===== config.mk =====
export PLATFORM = sky130hd
export DESIGN_NAME = seven_seg_scanner
export DESIGN_NICKNAME = d
export VERILOG_FILES = /design/src/rtl/seven_seg_scanner.sv
export SDC_FILE = /design/constraint.sdc
export NUM_CORES = 1
export LEC_CHECK = 0
export BUFFER_PORTS_ARGS = -buffer_cell sky130_fd_sc_hd__buf_2
export CAP_MARGIN = 30
export CORE_ASPECT_RATIO = 1.1
export CORE_MARGIN = 8
export CORE_UTILIZATION = 35
export CTS_BUF_LIST = sky130_fd_sc_hd__clkbuf_8
export DETAILED_ROUTE_END_ITERATION = 8
export GPL_TIMING_DRIVEN = 1
export PLACE_DENSITY = 0.51
export SYNTH_ARGS = -nofsm -noshare
export SYNTH_HDL_FRONTEND = slang
export SYNTH_SLANG_ARGS = --single-unit

===== constraint.sdc =====
create_clock -name Clk -period 2.4 [get_ports Clk]
set_input_delay 0.24 -clock Clk [delete_from_list [all_inputs] [get_ports Clk]]
set_output_delay 0.24 -clock Clk [all_outputs]
set_load 0.005 [all_outputs]

===== src/rtl/seven_seg_scanner.sv =====
// seven_seg_scanner
// Time-multiplexed scan controller for a 4-digit common-anode seven-segment
// display. Captures a 16-bit value into a shadow register, moves it into the
// display register only at frame start (no tearing), walks the four digit
// slots at REFRESH_DIV clocks each, and produces a per-digit blink phase.
// Every slot begins with one dead-time cycle in which all anodes are off.
//
// Optional feature macro: LEADING_ZERO_BLANK_EN
//   When defined, leading zero digits (3, 2, 1) are kept dark for the whole
//   frame; digit 0 is always driven. When undefined, no blanking logic exists.
//
// All outputs are registered. Each output register is loaded with the value
// that belongs to the *next* counter state, so outputs and counters move
// together on the same clock edge.

module seven_seg_scanner #(
    parameter int REFRESH_DIV = 50000,  // clocks per digit slot, >= 2
    parameter int BLINK_DIV   = 64      // frames per blink half-period, >= 1
) (
    input  logic        Clk,
    input  logic        Reset_n,
    input  logic [15:0] Value,
    input  logic        Load,
    input  logic [3:0]  BlinkMask,
    output logic [3:0]  HexVal,
    output logic        flashState,
    output logic [3:0]  An,
    output logic [1:0]  DigitIdx
);

    localparam int SLOT_W  = (REFRESH_DIV > 2) ? $clog2(REFRESH_DIV) : 1;
    localparam int FRAME_W = (BLINK_DIV > 2) ? $clog2(BLINK_DIV) : 1;

    localparam logic [SLOT_W-1:0]  SLOT_LAST  = SLOT_W'(REFRESH_DIV - 1);
    localparam logic [FRAME_W-1:0] FRAME_LAST = FRAME_W'(BLINK_DIV - 1);

    // ------------------------------------------------------------------
    // State registers
    // ------------------------------------------------------------------
    logic [SLOT_W-1:0]  slot_cnt_r;
    logic [1:0]         digit_r;
    logic [FRAME_W-1:0] frame_cnt_r;
    logic               phase_r;
    logic               pending_r;
    logic [15:0]        shadow_r;
    logic [15:0]        display_r;

    // Output registers
    logic [3:0]         hex_r;
    logic               flash_r;
    logic [3:0]         an_r;

    // ------------------------------------------------------------------
    // Next-state signals
    // ------------------------------------------------------------------
    logic               slot_tc_s;
    logic               frame_start_s;
    logic [SLOT_W-1:0]  slot_next_s;
    logic [1:0]         digit_next_s;
    logic [FRAME_W-1:0] frame_next_s;
    logic               phase_next_s;
    logic               pending_next_s;
    logic [15:0]        shadow_next_s;
    logic [15:0]        display_next_s;
    logic               blanked_next_s;

    logic [3:0]         hex_next_s;
    logic [3:0]         an_sel_s;
    logic [3:0]         an_next_s;
    logic               flash_next_s;

    // Slot/digit/frame counters, blink phase and the shadow/display handoff
    always_comb begin
        slot_tc_s     = (slot_cnt_r == SLOT_LAST);
        frame_start_s = slot_tc_s && (digit_r == 2'd3);

        if (slot_tc_s) begin
            slot_next_s  = {SLOT_W{1'b0}};
            digit_next_s = digit_r + 2'd1;
        end else begin
            slot_next_s  = slot_cnt_r + SLOT_W'(1);
            digit_next_s = digit_r;
        end

        if (frame_start_s) begin
            if (frame_cnt_r == FRAME_LAST) begin
                frame_next_s = {FRAME_W{1'b0}};
                phase_next_s = ~phase_r;
            end else begin
                frame_next_s = frame_cnt_r + FRAME_W'(1);
                phase_next_s = phase_r;
            end
        end else begin
            frame_next_s = frame_cnt_r;
            phase_next_s = phase_r;
        end

        // Display takes the shadow as it was before any same-cycle Load,
        // so a Load coinciding with frame start waits for the next frame.
        if (frame_start_s && pending_r) begin
            display_next_s = shadow_r;
        end else begin
            display_next_s = display_r;
        end

        if (Load) begin
            shadow_next_s  = Value;
            pending_next_s = 1'b1;
        end else if (frame_start_s) begin
            shadow_next_s  = shadow_r;
            pending_next_s = 1'b0;
        end else begin
            shadow_next_s  = shadow_r;
            pending_next_s = pending_r;
        end
    end

`ifdef LEADING_ZERO_BLANK_EN
    logic [3:0] blank_r;
    logic [3:0] blank_next_s;

    // Digits 3..1 are blank while they and all higher digits are zero
    function automatic logic [3:0] lzb_mask(input logic [15:0] v);
        logic [3:0] m;
        m[3] = (v[15:12] == 4'h0);
        m[2] = m[3] && (v[11:8] == 4'h0);
        m[1] = m[2] && (v[7:4] == 4'h0);
        m[0] = 1'b0;
        return m;
    endfunction

    // Blank mask is recomputed from the new display value at frame start only
    always_comb begin
        if (frame_start_s) begin
            blank_next_s = lzb_mask(display_next_s);
        end else begin
            blank_next_s = blank_r;
        end
        blanked_next_s = blank_next_s[digit_next_s];
    end

    // Blank mask register, held for a full frame
    always_ff @(posedge Clk or negedge Reset_n) begin
        if (!Reset_n) begin
            blank_r <= 4'b0000;
        end else begin
            blank_r <= blank_next_s;
        end
    end
`else
    // Every digit is always driven
    always_comb begin
        blanked_next_s = 1'b0;
    end
`endif

    // Output decode for the upcoming counter state
    always_comb begin
        case (digit_next_s)
            2'd0: begin
                hex_next_s = display_next_s[3:0];
                an_sel_s   = 4'b1110;
            end
            2'd1: begin
                hex_next_s = display_next_s[7:4];
                an_sel_s   = 4'b1101;
            end
            2'd2: begin
                hex_next_s = display_next_s[11:8];
                an_sel_s   = 4'b1011;
            end
            2'd3: begin
                hex_next_s = display_next_s[15:12];
                an_sel_s   = 4'b0111;
            end
            default: begin
                hex_next_s = 4'h0;
                an_sel_s   = 4'b1111;
            end
        endcase

        // First cycle of each slot is dead time; blanked digits stay dark
        if ((slot_next_s == {SLOT_W{1'b0}}) || blanked_next_s) begin
            an_next_s = 4'b1111;
        end else begin
            an_next_s = an_sel_s;
        end

        if (blanked_next_s) begin
            flash_next_s = 1'b0;
        end else begin
            flash_next_s = phase_next_s & BlinkMask[digit_next_s];
        end
    end

    // Counter, blink and value-holding state
    always_ff @(posedge Clk or negedge Reset_n) begin
        if (!Reset_n) begin
            slot_cnt_r  <= {SLOT_W{1'b0}};
            digit_r     <= 2'd0;
            frame_cnt_r <= {FRAME_W{1'b0}};
            phase_r     <= 1'b0;
            pending_r   <= 1'b0;
            shadow_r    <= 16'h0000;
            display_r   <= 16'h0000;
        end else begin
            slot_cnt_r  <= slot_next_s;
            digit_r     <= digit_next_s;
            frame_cnt_r <= frame_next_s;
            phase_r     <= phase_next_s;
            pending_r   <= pending_next_s;
            shadow_r    <= shadow_next_s;
            display_r   <= display_next_s;
        end
    end

    // Registered outputs toward the decoder and anode drivers
    always_ff @(posedge Clk or negedge Reset_n) begin
        if (!Reset_n) begin
            hex_r   <= 4'h0;
            flash_r <= 1'b0;
            an_r    <= 4'b1111;
        end else begin
            hex_r   <= hex_next_s;
            flash_r <= flash_next_s;
            an_r    <= an_next_s;
        end
    end

    assign HexVal     = hex_r;
    assign flashState = flash_r;
    assign An         = an_r;
    assign DigitIdx   = digit_r;

endmodule

==> impl_metrics.ini <==
[worst_setup_path]
cp.required_ns = 2.61
rr_endpoint = HexVal[3]
crit_path_start = slot_cnt_r[0]
cp-start-kind = flip-flop
end_kind = flip-flop
crit_type = flip-flop to flip-flop
reg2reg_depth = 8
crit_arrival_ns = 2.47
endpoint = HexVal[3]
rr_startpoint = slot_cnt_r[0]
crit_fanout = 16
r2r_setup_slack_ns = 0.14

[global_routing]
antenna_found_initial = 0
grt_pass1_wl_mm = 11.0
grt.total_usage_pct = 11.2
grt_pass1_vias = 2235
grt_max_degree = 31
grt-ovfl-total = 0

[run_status]
outcome = finished, final reports clean

[drt]
ant_nets = 0
vias_per_cell = 4.81
drtIter0Drc = 108
drt_wl_total_mm = 6.20
first_pass_iters = 4
wl_per_cell_um = 14.7
vias = 2030
drc = 0

[timing]
tns_ns = 0
post-route-period-util_pct = 94.2
finalSetupViolations = 0
hold_violations = 0
final_max_slew_viol_count = 0
fmax_mhz = 443
min_period_ns = 2.26
worstMarginPinSlew_ns = 0.511
clock_skew_ns = 0.0140
rsz0062_at_grt = no
slew-limit-headroom_pct = 65.9

[synth]
synth_warnings = 0
synth.distinct_cells = 48
yosysSeqAreaShare_pct = 53.1
synth_area_leader_cell = dfrtp_1
syn_area_per_cell_um2 = 12.3
synth-edff-count = 0
netlist_area_um2 = 3170
synth.area.top_cells = dfrtp_1 (50%), mux2_2 (7.8%), mux2_4 (4.7%), mux2i_1 (4.4%), xnor2_1 (3.6%)
ys_ff_latch = 67
synth_top_area_share_pct = 49.8
syn_nets = 283
synth-main-ff-cell = dfrtp_1
netlist_instances = 257
async_reset_ff_share_pct = 100

[finish]
area_delta_synth_final_pct = 17.3
final_core_util_pct = 42.1
drive_above_1_share_pct = 34.1
final_common_cell = dfrtp_1
nets = 329
final_cell_mix = dfrtp_1 (63), buf_2 (33), mux2_2 (22), nor2_1 (16), nand2_1 (16)
n_antenna_cell = 0
fillCellCount = 875

[place]
gp_congestion = 0.823
dp_hpwl_mm = 4.53
io_buffers = 33

[clock_tree]
cts.sinks = 67
htree_levels = 3
clk_pin_slew_ns = 0.09
clk_latency_ns = 0.34
cts_max_path_buffers = 2
cts_tree = built
cts_buffers = 9
cts-root-buf = clkbuf_8
cts_setup_buffers = 0

[die]
die-area_um2 = 12400
fp.dieW_um = 107
start_util_pct = 35.9
rows = 36
die_y_um = 116
num_io_pins = 34
core_area_um2 = 8830

[flow_run]
max_cap_viol_count = 0

[power]
p_leak_uw = 0.00177
p_per_area_nw_per_um2 = 594
ir_drop_uv = 331

[min_path]
hold_path_class = primary input to flip-flop
[how the worst min path moves through the flow]
stage	cells after the start	from	slack, ns	end
after detailed placement	1	Reset_n	0.24	slot_cnt_r[11]
after CTS	2	Value[5]	0.11	shadow_r[5]
after floorplan	0	Reset_n	-0.06	DigitIdx[0]
final	2	Value[5]	0.12	shadow_r[5]
after global placement	1	Reset_n	0.24	slot_cnt_r[11]
after global routing	2	Value[5]	0.11	shadow_r[5]
[layer usage]
metal	track usage, %	vias to the layer above	wire length, um	part of all wire, %
met5	0	-	0	0
met2	16.4	42	2750	44
met3	3.06	8	279	4.5
met4	5.35	0	88	1.4
met1	15.0	974	3080	50
li1	-	1006	-	-
[worst max-delay path: stages (launching register included)]
cell	delay (ns)
dfrtp_1	0.44
ha_2	0.26
and4_1	0.21
and4_4	0.23
and3_1	0.21
buf_12	0.18
mux2_2	0.36
mux2i_1	0.14
mux2i_1	0.10
[stage by stage]
stage	std cells	area, um2	power [uW]	hold WS [ns]	setup WS, ns
finish	422	3710	2210	0.122	0.140
global route	422	3710	2310	0.109	0.00716
CTS	422	3710	2240	0.108	0.118
detailed placement	405	3500	1280	0.243	0.153
global placement	405	3500	1270	0.240	0.208
floorplan	257	3170	1220	-0.0556	0.281
[state kept, by name, summed over array words and instances, names as in the netlist]
signal	count
phase_r	1
flashState	1
pending_r	1
slot_cnt_r	16
An	4
HexVal	4
frame_cnt_r	6
display_r	16
shadow_r	16
DigitIdx	2
[cells in the mapped netlist, drive strengths merged (2+ instances only)]
library cell  number
or2                2
nor2              16
dfstp              4
mux2              32
nand4              3
and4               6
a21o               2
nor3b              2
buf                7
o31ai              3
o21ai              7
a21oi              5
mux2i             14
ha                 3
dfrtp             63
nor2b              5
inv                5
and2               2
xor2               7
nand2             16
nor3               4
xnor2             14
nand3             11
clkbuf             3
and3               5
[cell families (layout without fill, tap and decap cells)]
group / count (synthesis) / count (layout) / share of synthesized area, %
adder cells (fa/ha/maj): 3 / 3 / 1.19
XOR/XNOR: 21 / 21 / 6.05
AND/OR/NAND/NOR: 78 / 78 / 14.3
flip-flops: 67 / 67 / 53.1
multiplexers: 46 / 46 / 17.0
buffers and inverters: 16 / 67 / 2.92
AO/OA/AOI/OAI: 26 / 26 / 5.41
[where the power goes]
group / switching (uW) / internal, uW
sequential: 14.2 / 1160
combinational: 39.0 / 40.5
clock: 470 / 487
[repair_timing]
item | CTS | global route
resized for setup | 0 | 2
setup endpoints to repair | 0 | 8
hold endpoints to repair | 17 | 0
hold buffers | 1 | 0
[final cells by class]
cell class / instances / area [um2] / share of cell area (%)
clock buffer: 9 / 124 / 3.34
multi-input combinational: 174 / 1400 / 37.6
tap: 114 / 143 / 3.84
clock inverter: 7 / 76.3 / 2.06
timing repair buffer: 45 / 270 / 7.28
inverter: 6 / 22.5 / 0.606
sequential: 67 / 1680 / 45.3
Power figures use the tool's default switching activity.
